## src/rtl/shader_pkg.sv

```systemverilog
// Shared types and constants for the shader instruction fetch unit.
// Holds control-flow opcodes, fetch FSM states and the instruction word type.
package shader_pkg;

    localparam logic [5:0] OP_BRANCH      = 6'h38;
    localparam logic [5:0] OP_BRANCH_COND = 6'h39;
    localparam logic [5:0] OP_CALL        = 6'h3A;
    localparam logic [5:0] OP_RET         = 6'h3B;
    localparam logic [5:0] OP_BARRIER     = 6'h3C;

    typedef enum logic [1:0] {
        ST_IDLE,
        ST_FETCH,
        ST_HALT
    } state_t;

    typedef logic [63:0] instr_t;

    // Any control-flow opcode stops sequential fetch until resolved.
    function automatic logic is_cf(logic [5:0] op);
        return (op >= OP_BRANCH) && (op <= OP_BARRIER);
    endfunction

    function automatic logic [31:0] align8(logic [31:0] a);
        return a & 32'hFFFF_FFF8;
    endfunction

endpackage

```

## src/rtl/shader_ifetch_fifo.sv

```systemverilog
// Instruction buffer between imem responses and the shader core.
// Ports: push/push_data in, pop in, flush in, head/count/full/empty out.
module shader_ifetch_fifo
    import shader_pkg::*;
#(
    parameter int DEPTH = 4
) (
    input  logic                     clk,
    input  logic                     rst,
    input  logic                     push,
    input  logic [63:0]              push_data,
    input  logic                     pop,
    input  logic                     flush,
    output logic [63:0]              head,
    output logic [$clog2(DEPTH):0]   count,
    output logic                     full,
    output logic                     empty
);

    localparam int AW = $clog2(DEPTH);
    localparam int CW = AW + 1;

    instr_t          mem [DEPTH];
    logic [AW-1:0]   wr_q;
    logic [AW-1:0]   rd_q;
    logic [CW-1:0]   cnt_q;
    logic            do_push;
    logic            do_pop;

    assign empty   = (cnt_q == '0);
    assign full    = (cnt_q == CW'(DEPTH));
    assign count   = cnt_q;
    assign head    = empty ? 64'h0 : mem[rd_q];
    // Flush wins over a same-cycle push; pop is ignored when empty.
    assign do_push = push && !flush;
    assign do_pop  = pop && !empty && !flush;

    always_ff @(posedge clk) begin
        if (do_push) begin
            mem[wr_q] <= push_data;
        end
    end

    always_ff @(posedge clk) begin
        if (rst || flush) begin
            wr_q  <= '0;
            rd_q  <= '0;
            cnt_q <= '0;
        end else begin
            if (do_push) begin
                wr_q <= wr_q + AW'(1);
            end
            if (do_pop) begin
                rd_q <= rd_q + AW'(1);
            end
            unique case ({do_push, do_pop})
                2'b10:   cnt_q <= cnt_q + CW'(1);
                2'b01:   cnt_q <= cnt_q - CW'(1);
                default: cnt_q <= cnt_q;
            endcase
        end
    end

endmodule

```

## src/rtl/shader_ifetch.sv

```systemverilog
// Shader instruction fetch: issues imem requests, buffers responses, halts on control flow.
// Ports: start/redirect/resume control, imem req/gnt/rvalid bus, instruction/valid/ready to core, busy/cf_halted.
module shader_ifetch
    import shader_pkg::*;
#(
    parameter int FIFO_DEPTH      = 4,
    parameter int MAX_OUTSTANDING = 4
) (
    input  logic        clk,
    input  logic        rst,
    input  logic        start,
    input  logic [31:0] start_pc,
    input  logic        redirect_valid,
    input  logic [31:0] redirect_pc,
    input  logic        resume,
    output logic        imem_req,
    output logic [31:0] imem_addr,
    input  logic        imem_gnt,
    input  logic        imem_rvalid,
    input  logic [63:0] imem_rdata,
    output logic [63:0] instruction,
    output logic        instr_valid,
    input  logic        instr_ready,
    output logic        busy,
    output logic        cf_halted
);

    localparam int OW = $clog2(MAX_OUTSTANDING + 2) + 1;
    localparam int CW = $clog2(FIFO_DEPTH) + 1;

    state_t          state_q;
    state_t          state_d;
    logic [31:0]     pc_q;
    logic [31:0]     resp_pc_q;
    logic [OW-1:0]   out_q;
    logic [OW-1:0]   disc_q;
    logic [OW-1:0]   out_d;
    logic [OW-1:0]   inflight;
    logic            req_pend_q;
    logic            req_stale_q;
    logic [31:0]     req_addr_q;
    logic [CW-1:0]   fifo_count;
    logic            fifo_full;
    logic            fifo_empty;
    logic            has_room;
    logic            issue_new;
    logic            grant;
    logic            live_grant;
    logic            pend_d;
    logic            rsp;
    logic            drop;
    logic            keep;
    logic            redirect_take;
    logic            resume_take;
    logic            cf_take;
    logic            kill;

    assign has_room = !fifo_full
        && (32'(out_q) + 32'(fifo_count) < 32'(FIFO_DEPTH))
        && (32'(out_q) < 32'(MAX_OUTSTANDING));
    // A held request blocks any new address until it is granted.
    assign issue_new  = (state_q == ST_FETCH) && !req_pend_q && has_room;
    assign grant      = imem_req && imem_gnt;
    // A held request orphaned by redirect/halt must not advance pc.
    assign live_grant = grant && !(req_pend_q && req_stale_q);
    assign pend_d     = imem_req && !imem_gnt;
    // Responses with nothing outstanding are leftovers from before reset.
    assign rsp        = imem_rvalid && (out_q != '0);
    assign drop       = rsp && (disc_q != '0);
    assign keep       = rsp && (disc_q == '0);

    assign redirect_take = redirect_valid && (state_q != ST_IDLE);
    assign resume_take   = resume && (state_q == ST_HALT) && !redirect_valid;
    assign cf_take       = keep && is_cf(imem_rdata[63:58])
        && (state_q == ST_FETCH) && !redirect_valid;
    assign kill          = redirect_take || cf_take;

    always_comb begin
        out_d = out_q;
        if (grant && !rsp) begin
            out_d = out_q + OW'(1);
        end else if (!grant && rsp) begin
            out_d = out_q - OW'(1);
        end
        // Everything still to come back, including an ungranted held request.
        inflight = out_d + {{(OW-1){1'b0}}, pend_d};
    end

    always_ff @(posedge clk) begin
        if (rst) begin
            state_q <= ST_IDLE;
        end else begin
            state_q <= state_d;
        end
    end

    always_comb begin
        state_d = state_q;
        unique case (state_q)
            ST_IDLE: begin
                if (start) state_d = ST_FETCH;
            end
            ST_FETCH: begin
                if (redirect_take) state_d = ST_FETCH;
                else if (cf_take)  state_d = ST_HALT;
            end
            ST_HALT: begin
                if (redirect_take || resume_take) state_d = ST_FETCH;
            end
            default: state_d = ST_IDLE;
        endcase
    end

    always_comb begin
        imem_req  = req_pend_q || issue_new;
        imem_addr = 32'h0;
        if (req_pend_q) begin
            imem_addr = req_addr_q;
        end else if (issue_new) begin
            imem_addr = pc_q;
        end
        cf_halted = (state_q == ST_HALT);
        busy      = (state_q != ST_IDLE) || !fifo_empty
            || (out_q != '0) || (disc_q != '0);
    end

    always_ff @(posedge clk) begin
        if (rst) begin
            pc_q        <= 32'h0;
            resp_pc_q   <= 32'h0;
            out_q       <= '0;
            disc_q      <= '0;
            req_pend_q  <= 1'b0;
            req_stale_q <= 1'b0;
            req_addr_q  <= 32'h0;
        end else begin
            out_q       <= out_d;
            req_pend_q  <= pend_d;
            req_stale_q <= pend_d && ((req_pend_q && req_stale_q) || kill);
            if (issue_new) begin
                req_addr_q <= pc_q;
            end
            if ((state_q == ST_IDLE) && start) begin
                pc_q      <= align8(start_pc);
                resp_pc_q <= align8(start_pc);
            end else if (redirect_take) begin
                pc_q      <= align8(redirect_pc);
                resp_pc_q <= align8(redirect_pc);
                disc_q    <= inflight;
            end else if (cf_take) begin
                pc_q      <= resp_pc_q + 32'd8;
                resp_pc_q <= resp_pc_q + 32'd8;
                disc_q    <= inflight;
            end else begin
                if (live_grant) pc_q <= pc_q + 32'd8;
                if (keep) resp_pc_q <= resp_pc_q + 32'd8;
                if (drop) disc_q <= disc_q - OW'(1);
            end
        end
    end

    shader_ifetch_fifo #(
        .DEPTH (FIFO_DEPTH)
    ) u_fifo (
        .clk       (clk),
        .rst       (rst),
        .push      (keep),
        .push_data (imem_rdata),
        .pop       (instr_ready),
        .flush     (redirect_take),
        .head      (instruction),
        .count     (fifo_count),
        .full      (fifo_full),
        .empty     (fifo_empty)
    );

    assign instr_valid = !fifo_empty;

endmodule

```

## config.mk

```make
export PLATFORM = sky130hd
export DESIGN_NAME = shader_ifetch
export DESIGN_NICKNAME = d
export VERILOG_FILES = /design/src/rtl/shader_pkg.sv /design/src/rtl/shader_ifetch_fifo.sv /design/src/rtl/shader_ifetch.sv
export SDC_FILE = /design/constraint.sdc
export NUM_CORES = 1
export LEC_CHECK = 0
export ABC_AREA = 1
export ABC_CLOCK_PERIOD_IN_PS = 11000
export CAP_MARGIN = 20
export CELL_PAD_IN_SITES_DETAIL_PLACEMENT = 0
export CELL_PAD_IN_SITES_GLOBAL_PLACEMENT = 1
export CORE_MARGIN = 2
export CORE_UTILIZATION = 45
export CTS_CLUSTER_DIAMETER = 100
export CTS_CLUSTER_SIZE = 25
export DETAILED_ROUTE_END_ITERATION = 16
export HOLD_SLACK_MARGIN = 0.05
export PLACE_DENSITY_LB_ADDON = 0.1
export SYNTH_ARGS = -nofsm -noshare
export SYNTH_HDL_FRONTEND = slang
export SYNTH_HIERARCHICAL = 1
export SYNTH_SLANG_ARGS = --single-unit
export TNS_END_PERCENT = 50
```

## constraint.sdc

```tcl
create_clock -name clk -period 11 [get_ports clk]
set_input_delay 1.65 -clock clk [delete_from_list [all_inputs] [get_ports clk]]
set_output_delay 1.65 -clock clk [all_outputs]
set_load 0.005 [all_outputs]
```

==> results of run 1 <==
worst max-delay path, cell delays in order, from the launching register on:
cell and delay [ns]:
dfxtp_2 0.85, nor2_1 0.11, nand2_1 0.09, nor2_1 0.05
nand2_2 0.04, buf_4 0.37, inv_1 0.54, nand2_1 0.24
nand2_1 0.07, clkdlybuf4s50_1 0.49
state kept, by name, indices dropped and copies added (netlist names), 2 cells and up, named ones only:
name / cells
u_fifo/mem: 256
pc_q: 32
req_addr_q: 32
resp_pc_q: 29
disc_q: 4
out_q: 4
u_fifo/count: 3
state_q: 2
u_fifo/rd_q: 2
u_fifo/wr_q: 2
power breakdown:
| group | total [W] | leakage, nW | internal [W] | switching [W] |
|---|---|---|---|---|
| registers | 0.00182 | 3.25 | 0.00168 | 0.000147 |
| clock network | 0.000775 | 0.265 | 0.000334 | 0.000441 |
| logic | 0.00135 | 4.00 | 0.000557 | 0.000788 |
through the flow:
step	hold slack, ns	area, um^2	utilization, %
after global placement	0.433	20000	52.0
final	0.443	20500	53.5
after floorplan	0.419	17400	-
after CTS	0.446	20500	53.4
after detailed placement	0.431	20000	52.0
after global routing	0.452	20500	53.5
cell type report:
cell class	count	area (um^2)	share of cell area [%]
Inverter	127	483	2.35
Tap cell	518	648	3.16
Sequential cell	370	9980	48.6
Timing Repair Buffer	247	2450	11.9
Antenna cell	1	2.50	0.0122
Clock buffer	30	517	2.52
Clock inverter	3	37.5	0.183
Multi-Input combinational cell	1337	6420	31.3
layout by cell type (no fill, tap or decap), types with 2 or more instances in the layout:
cell type / n
nand2_1: 363
nor2_1: 345
edfxtp_1: 256
clkdlybuf4s50_1: 229
o21ai_0: 186
a21oi_1: 160
inv_1: 114
dfxtp_1: 111
o21ai_1: 40
nand3_1: 39
a31oi_1: 34
xor2_1: 29
nor3_1: 23
nand4_1: 21
clkbuf_16: 19
buf_4: 17
ha_1: 15
xnor2_1: 13
clkbuf_1: 11
nor2_4: 9
inv_2: 8
nand2_2: 7
o211ai_1: 7
nor2_2: 5
nor3_2: 5
o22ai_1: 5
nand2_4: 4
clkinv_2: 4
or2_2: 4
o221ai_1: 3
nor3_4: 2
o211ai_2: 2
a211oi_1: 2
dfxtp_2: 2
cells by family (layout without fill, tap and decap cells):
family / count (synthesis) / in the layout / share of synthesized area, %
other cells: 0 / 1 / 0
fa+ha+maj: 16 / 16 / 1.19
buf+inv: 231 / 407 / 6.03
simple gates: 834 / 834 / 19.9
xor+xnor: 42 / 42 / 2.11
compound gates: 445 / 445 / 13.5
flops: 370 / 370 / 57.3
per-layer routing:
metal,track usage (%),share of wire (%),wire [um],vias to the layer above
met4,6.22,2.6,1260,2
met3,2.56,5.2,2510,74
met1,31.5,44,21200,6662
li1,-,-,-,6861
met5,0,0.027,13,-
met2,41.1,49,23700,391
worst max-delay path by stage:
stage	end	slack (ns)
finish	imem_addr[15]	5.95
global route	imem_addr[18]	5.62
CTS	imem_addr[18]	5.87
detailed placement	pc_q[26]	6.04
global placement	pc_q[26]	6.04
floorplan	u_fifo/mem[0][0]	5.45
==> flow_summary.yaml, run 1 <==
synthesis:
  synth.distinct_cells: 49
  synth_fp_nets: 2090
  avgSynthCellArea_um2: 8.98
  synth_warnings: 6
  seq_area_frac_synth_pct: 57.3
  synth_edf_count: 256
  ys.flop_type: "edfxtp_1"
  synth_top_area_share_pct: 44.2
  synth-seq-cells: 370
  synth_cells: 1938
  synth_most_common_cell: "nand2_1"
  netlist_area_mm2: 0.0174
  synthTopCellsByCount: "363 x nand2_1, 350 x nor2_1, 256 x edfxtp_1, 186 x o21ai_0, 160 x a21oi_1"
  synth_area_leaders: "edfxtp_1 44%, dfxtp_1 13%, nand2_1 7.8%, nor2_1 7.5%, o21ai_0 5.3%"
  async_flop_share_pct: 0
  synth_area_leader_cell: "edfxtp_1"
timing:
  slew_headroom_pct: 31.3
  timing.final.crit_share_pct: 45.9
  max_slew.worst_pin.slew_ns: 1.03
  finalSetupTns_ns: 0
  timing.fmax_ghz: 0.198
  finalMaxSlewViolations: 0
  clock_skew_ns: 0.0343
  setup_viol: 0
  fin_ws_ns: 5.95
  finalCriticalPeriod_ns: 5.05
  rsz0062_at_grt: "false"
  finalHoldViolations: 0
setup_path:
  cp.required_ns: 9.35
  critPathLaunchType: "register"
  crit_type: "reg2out"
  reg2reg_setup_slack_ns: 7.67
  end_kind: "output pin"
  reg2reg_to: "pc_q[26]"
  cp_max_fo: 36
  crit_start: "req_pend_q"
  worstRegToRegCells: 13
  r2r_start: "state_q[0]"
  arrival_ns: 3.40
cells_and_area:
  areaGrowthSynthToFinish_pct: 18.0
  fin_cells: 2633
  drive_above_1_share_pct: 4.59
  final_nets: 2254
  fill_cells: 3538
job:
  max_cap_viol_count: 0
power:
  total_power_w: 0.00394
  peakVddDrop_v: 0.000132
  p_leak_nw: 7.51
  power_density_mw_per_mm2: 192
floorplan:
  coreArea_mm2: 0.0384
  rows: 72
  pin_count: 236
  die_h_um: 201
  die_w_um: 201
  die_area_mm2: 0.0403
  initial_utilization_pct: 45.4
cts:
  clockBufferDepth: 3
  htreeDepth: 1
  clkSinkCount: 370
  cts-root-buf: "clkbuf_16"
  cts_tree: "built"
  hold_buffers: 0
  clk_pin_slew_worst_paths_ns: 0.10
  postCtsResizedCells: 0
  cts_made_buffers: 19
  cts_setup_buffers: 0
  clk_latency_ns: 0.54
global_route:
  grt_use_total_pct: 23.6
  grt_pass1_vias: 13400
  grt_pass1_wl_um: 75100
  antenna_found_initial: 1
  grt_overflow_total: 0
  grt_max_degree: 103
detailed_routing:
  via_per_inst: 5.31
  first_pass_iters: 7
  drtIter0Drc: 1154
  postRouteAntennaNets: 0
  vias: 14000
  routed_wl_um: 48600
  drc: 0
  post_drt_wl_per_cell_um: 18.5
placed_design:
  globalplace.congestion: 0.900
  place_ws_ns: 6.04
  dp_cells: 2598
  io_buffers: 229
  hpwl_um: 30700
hold_path:
  hp-class: "reg2reg"
  hold_end: "pc_q[2]"
  hold_start: "pc_q[2]"
  holdPathStages: 2
run_status:
  status: "complete, no violations"
No activity file was read; power rests on OpenSTA's default activity.
==> run 2: changes to the inputs <==
Settings changed: ABC_CLOCK_PERIOD_IN_PS 11000 to 4700, CORE_UTILIZATION 45 to 42.
Clock period 11 ns to 4.7 ns, I/O delays scaled along.
==> flow_summary.yaml, run 2 (synthesis results as in run 1) <==
power:
  pwr-share-clk_pct: 19.8
  p_comb_share_pct: 34.5
  p_switching_w: 0.00327
  power.internal_w: 0.00603
  power_density_mw_per_mm2: 451
  switching_share_pct: 35.2
  seqPwrFrac_pct: 45.7
  p_leak_nw: 7.55
  peakVddDrop_v: 0.000247
cells_and_area:
  final_nets: 2257
  stdcell_area_mm2: 0.0206
  drive_above_1_share_pct: 4.77
  largestRegisters: "u_fifo/mem x256, pc_q x32, req_addr_q x32"
  final_cell_mix: "363 x nand2_1, 345 x nor2_1, 256 x edfxtp_1"
  fill_cells: 3869
  areaGrowthSynthToFinish_pct: 18.5
  fin_cells: 2652
  regMostFlops: "u_fifo/mem"
  largest_reg_flops: 256
  final_common_cell: "nand2_1"
timing:
  timing.fmax_ghz: 0.254
  finalSetupTns_ns: 0
  finalCriticalPeriod_ns: 3.94
  finalHoldViolations: 0
  timing.final.crit_share_pct: 83.7
  max_slew.worst_pin.slew_ns: 1.05
  clock_skew_ns: 0.0388
  setup_viol: 0
  fin_ws_ns: 0.764
  slew_headroom_pct: 29.7
  finalMaxSlewViolations: 0
  rsz0062_at_grt: "false"
detailed_routing:
  drtIter0Drc: 945
  postRouteAntennaNets: 0
  via_per_inst: 5.21
  drc: 0
  routed_wl_um: 49800
  vias: 13800
  first_pass_iters: 6
  post_drt_wl_per_cell_um: 18.8
setup_path:
  reg2reg_to: "pc_q[16]"
  critPathLaunchType: "register"
  end_kind: "output pin"
  reg2reg_setup_slack_ns: 1.58
  cp.required_ns: 3.99
  cp_max_fo: 88
  crit_type: "reg2out"
  worstRegToRegCells: 13
  r2r_start: "out_q[0]"
  arrival_ns: 3.23
cts:
  clk_pin_slew_worst_paths_ns: 0.10
  clkSinkCount: 370
  postCtsResizedCells: 0
  clockBufferDepth: 3
  clk_latency_ns: 0.56
  cts_setup_buffers: 0
  htreeDepth: 1
  cts-root-buf: "clkbuf_16"
  hold_buffers: 0
  cts_made_buffers: 19
  cts_tree: "built"
job:
  max_cap_viol_count: 0
floorplan:
  die_area_mm2: 0.0431
  coreArea_mm2: 0.0408
  initial_utilization_pct: 42.6
  die_h_um: 208
  rows: 74
  pin_count: 236
  die_w_um: 208
global_route:
  grt_max_degree: 89
  grt_pass1_vias: 13000
  antenna_found_initial: 3
  grt_pass1_wl_um: 75700
  grt_use_total_pct: 22.5
  grt_overflow_total: 0
placed_design:
  place_ws_ns: 1.22
  hpwl_um: 32500
  io_buffers: 229
  globalplace.congestion: 0.896
  dp_cells: 2616
  place_area_mm2: 0.0201
hold_path:
  holdPathStages: 2
  hold_start: "pc_q[0]"
  hold_end: "pc_q[0]"
  hp-class: "reg2reg"
run_status:
  status: "complete, no violations"
[run 2: critical path, cell delays in order, from the launching register on]
cell             delay, ns
dfxtp_4               0.67
buf_4                 0.83
nor2_1                0.12
nor2_1                0.11
o21ai_0               0.09
a21oi_1               0.22
clkdlybuf4s50_1       0.54
[run 2: power by group through the flow]
stage | Combinational (W) | Sequential (W) | Clock [W]
4_1_cts | 0.00326 | 0.00424 | 0.00190
2_1_floorplan | 0.00190 | 0.00420 | 0
5_1_grt | 0.00357 | 0.00429 | 0.00202
3_5_place_dp | 0.00325 | 0.00432 | 0
6_report | 0.00321 | 0.00425 | 0.00184
3_3_place_gp | 0.00323 | 0.00431 | 0
[run 2: how the worst max path moves through the flow]
stage / startpoint / to / slack, ns
after floorplan: redirect_valid / u_fifo/mem[0][0] / 0.1
after global placement: imem_rdata[63] / pc_q[16] / 1.24
after detailed placement: imem_rdata[63] / pc_q[16] / 1.22
after CTS: out_q[2] / imem_addr[13] / 0.70
after global routing: register / instruction[37] / 0.48
final: register / instruction[37] / 0.76
[run 2: area by class of cell]
| class | count | area (um^2) | area share, % |
|---|---|---|---|
| multi-input cells | 1337 | 6420 | 31.1 |
| diodes | 2 | 5.00 | 0.0243 |
| clock inverters | 4 | 45.0 | 0.218 |
| inverters | 127 | 483 | 2.34 |
| repair buffers | 250 | 2510 | 12.2 |
| flip-flops and latches | 370 | 9970 | 48.4 |
| well taps | 532 | 666 | 3.23 |
| clock buffers | 30 | 517 | 2.51 |
[run 2: routing by layer]
layer  vias up  GRT usage [%]  share of wire [%]
met5         -              0              0.026
met4         2           6.60                2.8
met3        60           2.34                4.6
met2       349           38.7                 49
met1      6552           30.1                 43
li1       6865              -                  -
[run 2: per-stage QoR]
step | power [W] | utilization (%) | hold WS, ns
2_1_floorplan | 0.00610 | - | 0.419
3_3_place_gp | 0.00754 | 49.1 | 0.431
3_5_place_dp | 0.00757 | 49.1 | 0.428
4_1_cts | 0.00941 | 50.5 | 0.449
5_1_grt | 0.00989 | 50.5 | 0.465
6_report | 0.00930 | 50.5 | 0.450
==> run 3: changes to the inputs <==
Settings changed: ABC_CLOCK_PERIOD_IN_PS 4700 to 3300, CORE_UTILIZATION 42 to 38.
Clock period 4.7 ns to 3.3 ns, I/O delays scaled along.
==> flow_summary.yaml, run 3 (synthesis results as in run 1) <==
run_status:
  status: "complete, no violations"
setup_path:
  crit_type: "reg2out"
  end_kind: "output pin"
  slowest_delay_ns: 0.51
  critical_path.top_delay_family: "buffers and inverters"
  crit_cells: 10
  crit_chain: "ha_1 > nand3_1 > nand2_1 > inv_1 > nand2_2 > inv_1 > buf_12 > nand2_1 > nand2_1 > clkdlybuf4s50_1"
  critPathLaunchType: "register"
  worstRegToRegCells: 8
  slowest_stage: "clkdlybuf4s50_1"
  cpMostUsedCell: "nand2_1"
  worst-path-buf-inv: 4
  cp_max_fo: 32
  arrival_ns: 2.62
  cp.required_ns: 2.80
power:
  p_leak_nw: 7.65
  p_comb_share_pct: 35.6
  pwr-share-clk_pct: 19.5
  power.internal_w: 0.00868
  peakVddDrop_v: 0.000467
  p_switching_w: 0.00475
  switching_share_pct: 35.3
  seqPwrFrac_pct: 44.9
  power_density_mw_per_mm2: 642
timing:
  timing.final.crit_share_pct: 94.3
  max_slew.worst_pin.slew_ns: 0.719
  finalHoldViolations: 0
  finalCriticalPeriod_ns: 3.11
  finalMaxSlewViolations: 0
  rsz0062_at_grt: "false"
  timing.fmax_ghz: 0.321
  finalSetupTns_ns: 0
  setup_viol: 0
  clock_skew_ns: 0.0356
  fin_ws_ns: 0.187
  slew_headroom_pct: 52.0
floorplan:
  die_h_um: 218
  rows: 78
  die_area_mm2: 0.0475
  die_w_um: 218
  coreArea_mm2: 0.0453
  initial_utilization_pct: 38.4
  pin_count: 236
placed_design:
  io_buffers: 229
  dp_cells: 2699
  globalplace.congestion: 0.914
  hpwl_um: 34600
  place_ws_ns: 0.266
hold_path:
  hp-class: "reg2reg"
  holdPathStages: 2
cts:
  cts_made_buffers: 19
  clk_pin_slew_worst_paths_ns: 0.10
  clkSinkCount: 370
  hold_buffers: 0
  cts_tree: "built"
  cts-root-buf: "clkbuf_16"
  clockBufferDepth: 3
  clk_latency_ns: 0.55
  htreeDepth: 1
detailed_routing:
  post_drt_wl_per_cell_um: 19.0
  routed_wl_um: 51800
  vias: 14000
  via_per_inst: 5.11
  drc: 0
  drtIter0Drc: 985
  postRouteAntennaNets: 0
  first_pass_iters: 5
cells_and_area:
  fill_cells: 4366
  regMostFlops: "u_fifo/mem"
  largest_reg_flops: 256
  final_cell_mix: "363 x nand2_1, 345 x nor2_1, 256 x edfxtp_1"
  final_common_cell: "nand2_1"
  largestRegisters: "u_fifo/mem x256, pc_q x32, req_addr_q x32"
  areaGrowthSynthToFinish_pct: 20.2
  drive_above_1_share_pct: 5.49
  fin_cells: 2732
  final_nets: 2272
global_route:
  grt_overflow_total: 0
  grt_use_total_pct: 21.4
  grt_max_degree: 92
  grt_pass1_wl_um: 78500
  antenna_found_initial: 1
  grt_pass1_vias: 13400
job:
  max_cap_viol_count: 0
[run 3: changes by cell type in the layout (fill, tap and decap cells not counted), moves of 2 or more]
cell      delta
buf_12       +9
buf_4        +6
clkinv_2     -3
dfxtp_1      -2
[run 3: layer usage]
layer  GRT usage [%]  up-vias  wire (um)
met5               0        -          0
met4            5.94        0       1400
met3            2.51       60       2310
met2            36.9      318      25400
met1            28.3     6688      22700
li1                -     6908          -
[run 3: power by group through the flow]
stage	Combinational [W]	Sequential [W]	Clock [W]
after floorplan	0.00271	0.00596	0
after global placement	0.00478	0.00612	0
after detailed placement	0.00482	0.00612	0
after CTS	0.00484	0.00602	0.00273
after global routing	0.00531	0.00609	0.00287
final	0.00478	0.00602	0.00262
[run 3: layout make-up]
type | instances | area (um^2) | area share, %
antenna | 1 | 2.50 | 0.0120
clock buffer | 29 | 513 | 2.45
clock inverter | 3 | 37.5 | 0.179
inverter | 127 | 480 | 2.30
multi-input combinational | 1337 | 6420 | 30.7
sequential | 370 | 9980 | 47.7
tap | 600 | 751 | 3.59
timing repair buffer | 265 | 2730 | 13.1
[run 3: worst paths after layout]
path,slack [ns],from,endpoint
max,0.19,u_fifo/count[1],imem_addr[4]
min,0.45,pc_q[2],pc_q[2]
max reg2reg,0.63,out_q[0],u_fifo/mem[0][21]
min reg2reg,0.45,pc_q[2],pc_q[2]
[run 3: per-stage QoR]
step	cell area [um^2]	utilization (%)	hold WS [ns]	power, W
after floorplan	17400	-	0.419	0.00868
after global placement	20300	44.9	0.432	0.0109
after detailed placement	20300	44.9	0.435	0.0109
after CTS	20900	46.2	0.451	0.0136
after global routing	20900	46.2	0.482	0.0143
final	20900	46.2	0.452	0.0134
[run 3: tightest hold or removal path, cell delays in order, from the launching register on]
cell and delay [ns]:
dfxtp_1 0.33, nand2_1 0.06, nor2_1 0.03
[run 3: what timing repair did]
| item | in CTS | in global routing |
|---|---|---|
| resized for setup | 2 | 4 |
| pin swaps | 0 | 0 |
| setup buffers | 0 | 0 |
| endpoints found under the setup margin | 32 | 32 |
| hold endpoints to repair | 0 | 0 |
